## config.mk

```make
export PLATFORM = sky130hd
export DESIGN_NAME = poly_host_bram_port
export DESIGN_NICKNAME = d
export VERILOG_FILES = /design/src/rtl/poly_host_bram_port.sv
export SDC_FILE = /design/constraint.sdc
export NUM_CORES = 1
export LEC_CHECK = 0
export CAP_MARGIN = 40
export CORE_UTILIZATION = 40
export DETAILED_ROUTE_END_ITERATION = 8
export GPL_TIMING_DRIVEN = 0
export PLACE_DENSITY = 0.72
export RECOVER_POWER = 25
export SLEW_MARGIN = 20
export SYNTH_ARGS = -nofsm -noshare
export SYNTH_HDL_FRONTEND = slang
export SYNTH_SLANG_ARGS = --single-unit
```

## constraint.sdc

```tcl
create_clock -name clock_i -period 4.2 [get_ports clock_i]
set_input_delay 0.42 -clock clock_i [delete_from_list [all_inputs] [get_ports clock_i]]
set_output_delay 0.42 -clock clock_i [all_outputs]
set_load 0.02 [all_outputs]
```

## src/rtl/poly_host_bram_port.sv

```systemverilog
`default_nettype none
// ============================================================================
//  Module   : poly_host_bram_port
//  Purpose  : Host-side port A owner of the AMNS operand/result BRAM. Streams
//             operands in, sequences load/multiply/store, streams RES out.
//  Revision : 1.0
// ============================================================================
module poly_host_bram_port #(
    parameter int WORD_WIDTH   = 17,
    parameter int N            = 5,
    parameter int S            = 4,
    parameter int BRAM_LATENCY = 2,
    parameter int FIFO_DEPTH   = 4
) (
    input  logic                          clock_i,
    input  logic                          reset_n_i,
    input  logic [WORD_WIDTH-1:0]         s_data_i,
    input  logic                          s_valid_i,
    output logic                          s_ready_o,
    output logic [WORD_WIDTH-1:0]         m_data_o,
    output logic                          m_valid_o,
    input  logic                          m_ready_i,
    output logic                          m_last_o,
    output logic                          BRAM_we_o,
    output logic [$clog2(4*N*S+N):0]      BRAM_addr_o,
    output logic [WORD_WIDTH-1:0]         BRAM_din_o,
    input  logic [WORD_WIDTH-1:0]         BRAM_dout_i,
    output logic                          load_start_o,
    input  logic                          load_done_i,
    output logic                          mm_start_o,
    input  logic                          mm_done_i,
    output logic                          store_start_o,
    input  logic                          store_done_i,
    output logic                          busy_o,
    output logic                          done_o
);

    localparam int NS     = N * S;
    localparam int ADDR_W = $clog2(4*NS+N) + 1;
    localparam int CNT_W  = $clog2(NS+1);
    localparam int OCC_W  = $clog2(FIFO_DEPTH+BRAM_LATENCY+1);
    localparam int PTR_W  = (FIFO_DEPTH > 1) ? $clog2(FIFO_DEPTH) : 1;

    localparam logic [ADDR_W-1:0] C_IN_LAST    = ADDR_W'(3*NS+N-1);
    localparam logic [ADDR_W-1:0] C_RES_BASE   = ADDR_W'(3*NS+N);
    localparam logic [CNT_W-1:0]  C_OUT_LEN    = CNT_W'(NS);
    localparam logic [CNT_W-1:0]  C_OUT_LAST   = CNT_W'(NS-1);
    localparam logic [OCC_W-1:0]  C_FIFO_DEPTH = OCC_W'(FIFO_DEPTH);
    localparam logic [PTR_W-1:0]  C_PTR_LAST   = PTR_W'(FIFO_DEPTH-1);

    typedef enum logic [2:0] {
        S_IDLE     = 3'd0,
        S_WRITE_IN = 3'd1,
        S_LOAD     = 3'd2,
        S_COMPUTE  = 3'd3,
        S_STORE    = 3'd4,
        S_READ_OUT = 3'd5
    } state_t;

    state_t                r_state;
    logic [ADDR_W-1:0]     r_wr_cnt;
    logic [ADDR_W-1:0]     r_rd_addr;
    logic [CNT_W-1:0]      r_issued;
    logic [CNT_W-1:0]      r_out_cnt;
    logic                  r_load_start;
    logic                  r_mm_start;
    logic                  r_store_start;
    logic                  r_done;
    logic [BRAM_LATENCY-1:0] r_vsr;
    logic [WORD_WIDTH-1:0] r_fifo [FIFO_DEPTH];
    logic [PTR_W-1:0]      r_wptr;
    logic [PTR_W-1:0]      r_rptr;
    logic [OCC_W-1:0]      r_fifo_cnt;

    logic                  w_in_accept;
    logic                  w_issue;
    logic                  w_push;
    logic                  w_pop;
    logic [OCC_W-1:0]      w_in_flight;

    // Ready is gated by reset so every output is low while reset is held.
    assign s_ready_o   = reset_n_i & ((r_state == S_IDLE) | (r_state == S_WRITE_IN));
    assign w_in_accept = s_ready_o & s_valid_i;

    always_comb begin
        w_in_flight = '0;
        for (int i = 0; i < BRAM_LATENCY; i++) begin
            w_in_flight = w_in_flight + OCC_W'(r_vsr[i]);
        end
    end

    // Reads already in the BRAM pipeline reserve FIFO space, so a push can never overflow.
    assign w_issue = (r_state == S_READ_OUT) && (r_issued != C_OUT_LEN) &&
                     ((r_fifo_cnt + w_in_flight) < C_FIFO_DEPTH);
    assign w_push  = r_vsr[BRAM_LATENCY-1];
    assign w_pop   = m_valid_o & m_ready_i;

    assign m_valid_o     = (r_fifo_cnt != '0);
    assign m_data_o      = m_valid_o ? r_fifo[r_rptr] : '0;
    assign m_last_o      = m_valid_o && (r_out_cnt == C_OUT_LAST);
    assign BRAM_we_o     = w_in_accept;
    assign BRAM_din_o    = w_in_accept ? s_data_i : '0;
    assign BRAM_addr_o   = w_issue ? r_rd_addr : (w_in_accept ? r_wr_cnt : '0);
    assign busy_o        = (r_state != S_IDLE);
    assign load_start_o  = r_load_start;
    assign mm_start_o    = r_mm_start;
    assign store_start_o = r_store_start;
    assign done_o        = r_done;

    always_ff @(posedge clock_i or negedge reset_n_i) begin
        if (!reset_n_i) begin
            r_state       <= S_IDLE;
            r_wr_cnt      <= '0;
            r_rd_addr     <= '0;
            r_issued      <= '0;
            r_out_cnt     <= '0;
            r_load_start  <= 1'b0;
            r_mm_start    <= 1'b0;
            r_store_start <= 1'b0;
            r_done        <= 1'b0;
        end else begin
            r_load_start  <= 1'b0;
            r_mm_start    <= 1'b0;
            r_store_start <= 1'b0;
            r_done        <= 1'b0;
            if (w_issue) begin
                r_rd_addr <= r_rd_addr + 1'b1;
                r_issued  <= r_issued + 1'b1;
            end
            case (r_state)
                S_IDLE: begin
                    if (w_in_accept) begin
                        r_wr_cnt <= ADDR_W'(1);
                        r_state  <= S_WRITE_IN;
                    end
                end
                S_WRITE_IN: begin
                    if (w_in_accept) begin
                        if (r_wr_cnt == C_IN_LAST) begin
                            r_wr_cnt     <= '0;
                            r_load_start <= 1'b1;
                            r_state      <= S_LOAD;
                        end else begin
                            r_wr_cnt <= r_wr_cnt + 1'b1;
                        end
                    end
                end
                S_LOAD: begin
                    if (load_done_i) begin
                        r_mm_start <= 1'b1;
                        r_state    <= S_COMPUTE;
                    end
                end
                S_COMPUTE: begin
                    if (mm_done_i) begin
                        r_store_start <= 1'b1;
                        r_state       <= S_STORE;
                    end
                end
                S_STORE: begin
                    if (store_done_i) begin
                        r_rd_addr <= C_RES_BASE;
                        r_issued  <= '0;
                        r_out_cnt <= '0;
                        r_state   <= S_READ_OUT;
                    end
                end
                S_READ_OUT: begin
                    if (w_pop) begin
                        if (r_out_cnt == C_OUT_LAST) begin
                            r_done  <= 1'b1;
                            r_state <= S_IDLE;
                        end else begin
                            r_out_cnt <= r_out_cnt + 1'b1;
                        end
                    end
                end
                default: r_state <= S_IDLE;
            endcase
        end
    end

    generate
        if (BRAM_LATENCY > 1) begin : g_vsr_multi
            always_ff @(posedge clock_i or negedge reset_n_i) begin
                if (!reset_n_i) begin
                    r_vsr <= '0;
                end else begin
                    r_vsr <= {r_vsr[BRAM_LATENCY-2:0], w_issue};
                end
            end
        end else begin : g_vsr_single
            always_ff @(posedge clock_i or negedge reset_n_i) begin
                if (!reset_n_i) begin
                    r_vsr <= '0;
                end else begin
                    r_vsr <= w_issue;
                end
            end
        end
    endgenerate

    always_ff @(posedge clock_i or negedge reset_n_i) begin
        if (!reset_n_i) begin
            r_wptr     <= '0;
            r_rptr     <= '0;
            r_fifo_cnt <= '0;
        end else begin
            if (w_push) begin
                r_wptr <= (r_wptr == C_PTR_LAST) ? '0 : r_wptr + 1'b1;
            end
            if (w_pop) begin
                r_rptr <= (r_rptr == C_PTR_LAST) ? '0 : r_rptr + 1'b1;
            end
            case ({w_push, w_pop})
                2'b10:   r_fifo_cnt <= r_fifo_cnt + 1'b1;
                2'b01:   r_fifo_cnt <= r_fifo_cnt - 1'b1;
                default: r_fifo_cnt <= r_fifo_cnt;
            endcase
        end
    end

    // Storage needs no reset; the pointers and count define what is valid.
    always_ff @(posedge clock_i) begin
        if (w_push) begin
            r_fifo[r_wptr] <= BRAM_dout_i;
        end
    end

endmodule
`default_nettype wire

```

=== Yosys cells after proc, flatten, opt, wreduce, memory -nomap -nowiden ===
Memories as Yosys holds them, arrays and structs flattened.
Index checks and enable logic that the tools add are counted.

* Register bits after elaboration: 42
* RAM bits: 68
* Input port bits: 41
* Output and inout bits: 51
* Logic and storage cells: 104
* Memories kept: 1

{| class="wikitable"
|+ Memories
! name !! depth !! width !! read ports !! clocked after memory_dff !! wr ports !! RTL line !! RTL
|-
| r_fifo || 4 || 17 || 1 || 0 || 1 || 70 || <nowiki>logic [WORD_WIDTH-1:0] r_fifo [FIFO_DEPTH];</nowiki>
|}

* $add $sub $neg: 10
* $lt $le $gt $ge: 1
* Equal/unequal tests: 21
* Muxes and demuxes: 42
* Bitwise operators: 4
* Reduce and logical (&&, ||, !) cells: 12

{| class="wikitable"
|+ Operator list
! cell !! count
|-
| two-way mux 8 bit || 8
|-
| two-way mux 17 bit || 2
|-
| two-way mux 5 bit || 6
|-
| two-way mux 3 bit || 8
|-
| case mux 3 bit (6 select lines) || 1
|-
| adder 8 x 1 -> 8 bit (second input constant) || 2
|-
| case mux 8 bit (2 select lines) || 1
|-
| inequality test 2 bit (second input constant) || 7
|-
| two-way mux 1 bit || 12
|-
| adder 5 x 1 -> 5 bit (second input constant) || 2
|-
| case mux 5 bit (2 select lines) || 1
|-
| equality test 8 x 7 -> 1 bit (second input constant) || 1
|-
| AND reduction 8 bit || 1
|-
| equality test 2 bit (second input constant) || 3
|-
| equality test 3 x 2 -> 1 bit (second input constant) || 2
|-
| equality test 3 bit (second input constant) || 2
|-
| case mux 3 bit (2 select lines) || 1
|-
| nonzero test 2 bit || 3
|-
| nonzero test 3 bit || 2
|-
| equality test 5 bit (second input constant) || 1
|-
| inequality test 5 bit (second input constant) || 1
|-
| adder 2 x 1 -> 2 bit (second input constant) || 2
|-
| two-way mux 2 bit || 2
|-
| inequality test 2 x 1 -> 1 bit (second input constant) || 2
|-
| other kinds (13) || 17
|}

=== Logic depth before layout (Yosys ltp) ===
Gate-level depths: netlist of run 1.

* Word-level depth: 7
* Gate-level depth with buffers: 9

=== Least setup slack after synthesis of run 1 ===
No wires, ideal clock.

* Path type: reg-to-output
* Start point: register r_fifo_cnt[0]
* End point: output BRAM_addr_o[0]
* Data arrival time: 1.747 ns
* Data required time: 3.780 ns
* Path slack: 2.033 ns
* Stages on the path, launching flop included: 7
* Buffers on the path: 0
* Cell sequence: dfrtp_1 ha_1 a21o_1 a22oi_1 nand2_1 inv_2 a22o_1

* Longest elaborated chain between the ends: 4

{| class="wikitable"
|+ RTL lines
! element !! RTL line !! RTL
|-
| start: declaration || 73 || <nowiki>logic [OCC_W-1:0] r_fifo_cnt;</nowiki>
|-
| start signal: assignment || 216 || <nowiki>2'b10: r_fifo_cnt <= r_fifo_cnt + 1'b1;</nowiki>
|-
| start signal: assignment || 217 || <nowiki>2'b01: r_fifo_cnt <= r_fifo_cnt - 1'b1;</nowiki>
|-
| start signal: assignment || 218 || <nowiki>default: r_fifo_cnt <= r_fifo_cnt;</nowiki>
|-
| adder 3 x 2 -> 3 bit || 94 || <nowiki>((r_fifo_cnt + w_in_flight) < C_FIFO_DEPTH);</nowiki>
|-
| < comparator 3 bit || 94 ||
|-
| logical AND 1 bit || 93 || <nowiki>assign w_issue = (r_state == S_READ_OUT) && (r_issued != C_OUT_LEN) &&</nowiki>
|-
| named net w_issue || 76 || <nowiki>logic w_issue;</nowiki>
|-
| two-way mux 8 bit || 103 || <nowiki>assign BRAM_addr_o = w_issue ? r_rd_addr : (w_in_accept ? r_wr_cnt : '0);</nowiki>
|-
| end: declaration || 25 || <nowiki>output logic [$clog2(4*N*S+N):0] BRAM_addr_o,</nowiki>
|}

The timed path passes the listed nets, and every way through them passes these cells.

=== Worst setup path after layout of run 1 ===
* Start point: input reset_n_i
* End point: output BRAM_addr_o[7]

* Longest elaborated chain between the ends: 4

{| class="wikitable"
|+ RTL lines
! element !! RTL line !! RTL
|-
| start: declaration || 16 || <nowiki>input logic reset_n_i,</nowiki>
|-
| AND 1 bit || 82 || <nowiki>assign s_ready_o = reset_n_i & ((r_state == S_IDLE) | (r_state == S_WRITE_IN));</nowiki>
|-
| AND 1 bit || 83 || <nowiki>assign w_in_accept = s_ready_o & s_valid_i;</nowiki>
|-
| two-way mux 8 bit (2 in a row) || 103 ||
|}

No other way between the ends.

==> run summary, run 1 <==
- **status** finished clean
- **remaining global-route overflow** 0
- **fin util** 53.66%
- **routed len/inst** 16.18 um
- **detailed router's first-iteration violation count** 195
- **layout cells sized above 1** 10.66%
- **CP Class** in2out
- **share of the synthesized area in the top cell type** 40.00%
- **vias after detailed routing** 3452
- **RD Place Congestion** 0.8135
- **area delta synth->final** 28.36%
- **post-synthesis async set-or-reset flop share** 38.18%
- **clock net sink count** 110
- **average cell area after synthesis** 13.43 um^2
- **via count of the first global-routing pass** 3554
- **multiplexer share of the synthesized area** 8.701%
- **critical path fanouts, max** 33
- **Filler Cell Count** 1054
- **top cells by area in the synthesized netlist** sky130_fd_sc_hd__edfxtp_1, sky130_fd_sc_hd__dfrtp_1, sky130_fd_sc_hd__mux4_2
- **post-detailed-routing wire length** 10610 um
- **Post-synth EDFFs** 68
- **maximum clock path buffer count** 2
- **initial antenna violation count** 0
- **startpoint type of the worst setup path** input pin
- **relative max-transition margin** 62.65%
- **post-route fraction of the period consumed by the critical path** 83.11%
- **compound-gate portion of the synthesized area** 6.618%
- **Worst Path Arrival** 3070 ps
- **VDD IR max** 0.4699 mV
- **Distinct cells, synth** 57
- **clock latency of the later-clocked register in the worst-skew pair** 350 ps
- **Top Ports** 92
- **RSZ-0062 raised after global routing** no
- **core region area** 0.01221 mm^2
- **dominant synthesized flop cell** sky130_fd_sc_hd__edfxtp_1
- **number of remaining DRC errors** 0
- **setup violation total in the final timing report** 0
- **row count** 40
- **first-pass GRT wire length** 17580 um
- **required time of the worst setup path** 3780 ps
- **adder-cell share of the synthesized area** 3.578%
- **router iterations before antenna repair** 4
- **DRT antenna net count** 0
- **Clock H-tree levels** 3
- **nets@finish** 539
- **library cell occupying the most area in the post-synthesis netlist** sky130_fd_sc_hd__edfxtp_1
- **max-capacitance violation count** 0
- **Syn. warnings** 0
- **largest net degree at the start of global routing** 34
- **TritonCTS clock tree** built
- **final hold violation count** 0
- **worst min path class** reg2reg
- **dominant combinational cell family by area after synthesis** simple AND/OR/NAND/NOR gates
- **Synthesized Nets** 435
- **die height** 115.0 um
- **Clk pin slew, worst setup/hold paths** 60 ps
- **die outline area** 0.01322 mm^2
- **number of buffers created by CTS** 9
- **initial standard-cell utilization of the core** 41.80%
- **Slew @ Worst Pin** 560.3 ps
- **min cycle time layout** 3491 ps
- **FF+latch count, synth** 110
- **areal power density over the cells** 693.4 mW/mm^2
- **worst-case hold slack** 383.1 ps
- **Post-Synthesis Cells** 380
- **parity-gate share of the synthesized area counting xor and xnor cells** 1.373%
- **sequential cell area fraction in the yosys report** 60.59%
- **Register Area** 0.003093 mm^2
- **post-cts repair resize count** 0
- **fmax** 286.5 MHz
- **final slew viol count** 0
- **hpwl dp** 7511 um
- **element type at the critical path end** output pin
- **number of antenna diodes** 0
- **aggregate global-route resource usage** 17.22%
- **largest clock skew in the final design** 10.32 ps
- **Mapped Area** 0.005105 mm^2
- **port buffer count** 91
- **mean number of vias per cell** 5.262
- **combined area of the multi-input logic cells** 0.001861 mm^2
- **cell chosen for the clock root** sky130_fd_sc_hd__clkbuf_16
- **Leakage Power** 2.461 nW
- **die boundary width** 115.0 um
- **Post-Synth Simple-Gate Area** 16.18%
==> logic make-up (layout without fill, tap and decap cells) <==
group           count (synthesis)  after routing
buf+inv                        34            142
xor+xnor                        8              8
fa+ha+maj                      14             14
mux                            23             23
compound gates                 47             47
simple gates                  144            144
flops                         110            110
==> state kept, by name, summed over array words and instances (netlist names) <==
signal,cells
store_start_o,1
r_wptr,2
r_rd_addr,8
r_issued,5
load_start_o,1
r_fifo,68
r_state,3
mm_start_o,1
r_vsr,2
done_o,1
r_out_cnt,5
r_wr_cnt,8
r_fifo_cnt,3
r_rptr,2
==> Yosys cell counts (7+ instances only) <==
master / count
sky130_fd_sc_hd__dfrtp_1: 42
sky130_fd_sc_hd__nand4_1: 7
sky130_fd_sc_hd__mux4_2: 17
sky130_fd_sc_hd__nor2_1: 16
sky130_fd_sc_hd__ha_1: 13
sky130_fd_sc_hd__nand3_1: 16
sky130_fd_sc_hd__nand2_1: 25
sky130_fd_sc_hd__or3_1: 7
sky130_fd_sc_hd__a22o_1: 8
sky130_fd_sc_hd__inv_1: 17
sky130_fd_sc_hd__o21ai_0: 9
sky130_fd_sc_hd__and2_1: 36
sky130_fd_sc_hd__edfxtp_1: 68
sky130_fd_sc_hd__clkbuf_1: 8
==> layout make-up <==
type | instances | area share (%)
Clock buffer | 9 | 3.437
Inverter | 19 | 1.088
Buffer | 15 | 1.222
Multi-Input combinational cell | 236 | 28.39
Tap cell | 168 | 3.208
Timing Repair Buffer | 93 | 14.28
Clock inverter | 6 | 1.165
Sequential cell | 110 | 47.20
==> repair_timing <==
action / 4_1_cts / 5_1_grt
hold buffers: 1 / 0
endpoints found under the hold margin: 14 / 0
setup buffers: 0 / 0
==> per-stage QoR <==
| stage | power [mW] | worst slack [ps] | TNS (ps) | instances | area (um^2) |
|---|---|---|---|---|---|
| after global routing | 4.840 | 483.6 | 0 | 656 | 6553 |
| after floorplan | 2.947 | 2033 | 0 | 380 | 5105 |
| after global placement | 3.638 | -376.7 | -6361 | 639 | 6226 |
| final | 4.544 | 709.3 | 0 | 656 | 6553 |
| after CTS | 4.595 | 689.9 | 0 | 656 | 6553 |
| after detailed placement | 3.711 | 1215 | 0 | 640 | 6241 |
==> metal layers <==
metal	vias to the layer above	global-route usage [%]	wire, um
met4	0	4.416	129
met2	102	29.44	5365
li1	1623	-	-
met1	1716	21.83	4565
met3	11	4.481	551
met5	-	0	0
==> report_power, final <==
part	total, mW	switching, mW	internal [mW]
Combinational	2.00	1.04	0.961
Sequential	1.67	0.210	1.46
Clock	0.869	0.399	0.470
==> worst max-delay path, cell delays in order <==
cell and delay (ps):
sky130_fd_sc_hd__dlygate4sd3_1 510, sky130_fd_sc_hd__buf_2 340, sky130_fd_sc_hd__buf_12 260, sky130_fd_sc_hd__nand4bb_4 170, sky130_fd_sc_hd__inv_2 130, sky130_fd_sc_hd__clkbuf_1 380, sky130_fd_sc_hd__a22o_1 220, sky130_fd_sc_hd__clkdlybuf4s50_1 610
==> layout by cell type (no fill, tap or decap), types with 5 or more instances in the layout <==
| master | count |
|---|---|
| sky130_fd_sc_hd__edfxtp_1 | 68 |
| sky130_fd_sc_hd__clkbuf_1 | 8 |
| sky130_fd_sc_hd__a22o_1 | 8 |
| sky130_fd_sc_hd__nand2_1 | 25 |
| sky130_fd_sc_hd__clkbuf_16 | 9 |
| sky130_fd_sc_hd__xor2_1 | 5 |
| sky130_fd_sc_hd__dlygate4sd3_1 | 18 |
| sky130_fd_sc_hd__and2_1 | 36 |
| sky130_fd_sc_hd__nor3_1 | 5 |
| sky130_fd_sc_hd__o31ai_1 | 5 |
| sky130_fd_sc_hd__o21ai_0 | 9 |
| sky130_fd_sc_hd__nor2_1 | 16 |
| sky130_fd_sc_hd__ha_1 | 13 |
| sky130_fd_sc_hd__buf_2 | 5 |
| sky130_fd_sc_hd__a21oi_1 | 5 |
| sky130_fd_sc_hd__dfrtp_1 | 42 |
| sky130_fd_sc_hd__clkdlybuf4s50_1 | 73 |
| sky130_fd_sc_hd__nand3_1 | 16 |
| sky130_fd_sc_hd__inv_1 | 17 |
| sky130_fd_sc_hd__or3_1 | 7 |
| sky130_fd_sc_hd__mux2i_1 | 5 |
| sky130_fd_sc_hd__mux4_2 | 17 |
| sky130_fd_sc_hd__nand4_1 | 7 |
==> path summary, 6_finish.rpt <==
check | endpoint | startpoint | slack (ps) | cells past startpoint
max reg2reg | r_fifo_cnt[1]$_DFFE_PN0P_ | r_fifo_cnt[1]$_DFFE_PN0P_ | 2000 | 7
min reg2reg | r_vsr[1]$_DFF_PN0_ | r_vsr[0]$_DFF_PN0_ | 380 | 0
max | BRAM_addr_o[7] | reset_n_i | 710 | 8
max in group asynchronous | r_vsr[1]$_DFF_PN0_ | reset_n_i | 3190 | 3
min | r_vsr[1]$_DFF_PN0_ | r_vsr[0]$_DFF_PN0_ | 380 | 0
min in group asynchronous | r_wr_cnt[3]$_DFFE_PN0P_ | reset_n_i | 510 | 2
Power figures use the tool's default switching activity.
==> run 2: changes to the inputs <==
--- a/config.mk
+++ b/config.mk
@@ -9,7 +9,7 @@
 export CORE_UTILIZATION = 40
 export DETAILED_ROUTE_END_ITERATION = 8
 export GPL_TIMING_DRIVEN = 0
-export PLACE_DENSITY = 0.72
+export PLACE_DENSITY = 0.74
 export RECOVER_POWER = 25
 export SLEW_MARGIN = 20
 export SYNTH_ARGS = -nofsm -noshare
==> constraint.sdc (replaced) <==
create_clock -name clock_i -period 3.16 [get_ports clock_i]
set_input_delay 0.316 -clock clock_i [delete_from_list [all_inputs] [get_ports clock_i]]
set_output_delay 0.316 -clock clock_i [all_outputs]
set_load 0.02 [all_outputs]
==> run 2 against run 1 <==
Worst hold slack better by 11 ps; die area unchanged; combinational power up 34%; clock skew up 0.95 ps; core utilization up 0.41 points; sequential power up 34%; wire length up 2.2%.
==> run summary, run 2 (synthesis results as in run 1) <==
- **Design Power** 6.082 mW, was 4.544 mW
- **number of antenna diodes** 0, unchanged
- **biggest registers after layout** r_fifo: 68 flops, r_rd_addr: 8 flops, r_wr_cnt: 8 flops, unchanged
- **status** finished clean, unchanged
- **first-pass GRT wire length** 17460 um, was 17580 um
- **setup violation total in the final timing report** 0, unchanged
- **hpwl dp** 7563 um, was 7511 um
- **mean number of vias per cell** 5.278, was 5.262
- **DRT antenna net count** 0, unchanged
- **relative max-transition margin** 50.21%, was 62.65%
- **Post-Layout Cell Count** 658, was 656
- **worst setup path startpoint** r_fifo_cnt[0]$_DFFE_PN0P_, was reset_n_i
- **VDD IR max** 0.5389 mV, was 0.4699 mV
- **Clk pin slew, worst setup/hold paths** 80 ps, was 60 ps
- **area delta synth->final** 29.34%, was 28.36%
- **CP Class** reg2out, was in2out
- **routed len/inst** 16.48 um, was 16.18 um
- **vias after detailed routing** 3473, was 3452
- **fmax** 328.8 MHz
- **Slew @ Worst Pin** 744.4 ps, was 560.3 ps
- **clock net sink count** 110, unchanged
- **GR Layer Usage met1** 21.37%, was 21.83%
- **Register Area** 0.003093 mm^2, unchanged
- **worst min path class** reg2reg, unchanged
- **aggregate global-route resource usage** 17.17%, was 17.22%
- **register ranked first by flip-flop count** r_fifo, unchanged
- **gr busiest metal** met2, unchanged
- **die boundary width** 115.0 um, unchanged
- **element type at the critical path end** output pin, unchanged
- **critical path fanouts, max** 10, was 33
- **met3 global-route usage** 4.639%, was 4.481%
- **fin util** 54.07%, was 53.66%
- **core region area** 0.01221 mm^2, unchanged
- **worst-case hold slack** 394.3 ps, was 383.1 ps
- **clock latency of the later-clocked register in the worst-skew pair** 350 ps, about the same
- **largest net degree at the start of global routing** 32, was 34
- **areal power density over the cells** 921.2 mW/mm^2, was 693.4 mW/mm^2
- **Largest register FFs** 68, unchanged
- **max-capacitance violation count** 0, unchanged
- **final slew viol count** 0, unchanged
- **final hold violation count** 0, unchanged
- **initial standard-cell utilization of the core** 41.80%, unchanged
- **Clock H-tree levels** 3, unchanged
- **most common library cell in the layout ignoring fill and taps** sky130_fd_sc_hd__clkdlybuf4s50_1, unchanged
- **TritonCTS clock tree** built, unchanged
- **number of buffers created by CTS** 9, unchanged
- **row count** 40, unchanged
- **largest clock skew in the final design** 11.27 ps, was 10.32 ps
- **commonest non-fill, non-tap cells in the layout** sky130_fd_sc_hd__clkdlybuf4s50_1, sky130_fd_sc_hd__edfxtp_1, sky130_fd_sc_hd__dfrtp_1, sky130_fd_sc_hd__and2_1, sky130_fd_sc_hd__nand2_1, unchanged
- **Final WS setup** 118.7 ps, was 709.3 ps
- **post-detailed-routing wire length** 10840 um, was 10610 um
- **required time of the worst setup path** 2840 ps, was 3780 ps
- **remaining global-route overflow** 0, unchanged
- **HP Start** r_vsr[0]$_DFF_PN0_, unchanged
- **combined area of the multi-input logic cells** 0.001868 mm^2, was 0.001861 mm^2
- **Worst Path Arrival** 2730 ps, was 3070 ps
- **Top Ports** 92, unchanged
- **die outline area** 0.01322 mm^2, unchanged
- **met2 routing resource usage after global routing** 30.48%, was 29.44%
- **cell chosen for the clock root** sky130_fd_sc_hd__clkbuf_16, unchanged
- **layout cells sized above 1** 11.22%, was 10.66%
- **placed cell count** 640, unchanged
- **post-route fraction of the period consumed by the critical path** 96.24%
- **detailed router's first-iteration violation count** 139, was 195
- **source of the worst register-to-register timing path** r_fifo_cnt[1]$_DFFE_PN0P_, unchanged
- **port buffer count** 91, unchanged
- **startpoint type of the worst setup path** flop, was input pin
- **min cycle time layout** 3041 ps
- **number of remaining DRC errors** 0, unchanged
- **router iterations before antenna repair** 5, was 4
- **RSZ-0062 raised after global routing** no, unchanged
- **maximum clock path buffer count** 2, unchanged
- **placement-stage worst setup slack** 284.8 ps, was 1215 ps
- **Leakage Power** 2.534 nW, was 2.461 nW
- **initial antenna violation count** 0, unchanged
- **nets@finish** 540, was 539
- **Filler Cell Count** 1059, was 1054
- **RD Place Congestion** 0.8132, was 0.8135
- **via count of the first global-routing pass** 3518, was 3554
- **die height** 115.0 um, unchanged
==> run 2: area by class of cell <==
cell class / instances / share of cell area [%]
plain buffers: 15 / 1.251
clock buffers: 9 / 3.411
clock inverters: 7 / 1.421
inverters: 19 / 1.118
multi-input cells: 236 / 28.29
flip-flops and latches: 110 / 46.84
well taps: 168 / 3.184
repair buffers: 94 / 14.48
==> run 2: worst paths after layout <==
check / endpoint / cells past startpoint / slack [ps]
setup reg to reg: r_fifo_cnt[1]$_DFFE_PN0P_ / 7 / 960
min in group asynchronous: r_rd_addr[1]$_DFF_PN0_ / 3 / 460
hold / removal: r_vsr[1]$_DFF_PN0_ / 0 / 390
hold reg to reg: r_vsr[1]$_DFF_PN0_ / 0 / 390
max in group asynchronous: r_vsr[1]$_DFF_PN0_ / 3 / 1550
setup / recovery: BRAM_addr_o[7] / 7 / 120
==> run 2: routing by layer <==
layer	routed length (um)	vias to the layer above
met5	0	-
met4	48	0
met3	725	7
met2	5442	139
met1	4624	1708
li1	-	1619
==> run 2: worst max-delay path, stage by stage (launching register included) <==
cell and delay, ps:
sky130_fd_sc_hd__dfrtp_1 450, sky130_fd_sc_hd__ha_1 320, sky130_fd_sc_hd__a21o_1 210, sky130_fd_sc_hd__a22oi_2 260, sky130_fd_sc_hd__nand2_2 200, sky130_fd_sc_hd__inv_4 150, sky130_fd_sc_hd__a22o_1 180, sky130_fd_sc_hd__clkdlybuf4s50_1 610
==> run 2: power breakdown <==
group / internal, mW / switching (mW)
Clock: 0.578 / 0.594
Combinational: 1.28 / 1.40
Sequential: 1.94 / 0.285
==> run 2: metrics by stage <==
step / setup TNS, ps / area (um^2)
3_3_place_gp: -29450 / 6226
2_1_floorplan: 0 / 5105
6_report: 0 / 6603
5_1_grt: 0 / 6603
3_5_place_dp: 0 / 6241
4_1_cts: 0 / 6588
==> run 2: repair_timing <==
action	CTS	global route
endpoints found under the setup margin	8	13
hold buffers	2	0
resized for setup	2	6
buffers inserted	0	0
hold endpoints to repair	16	0
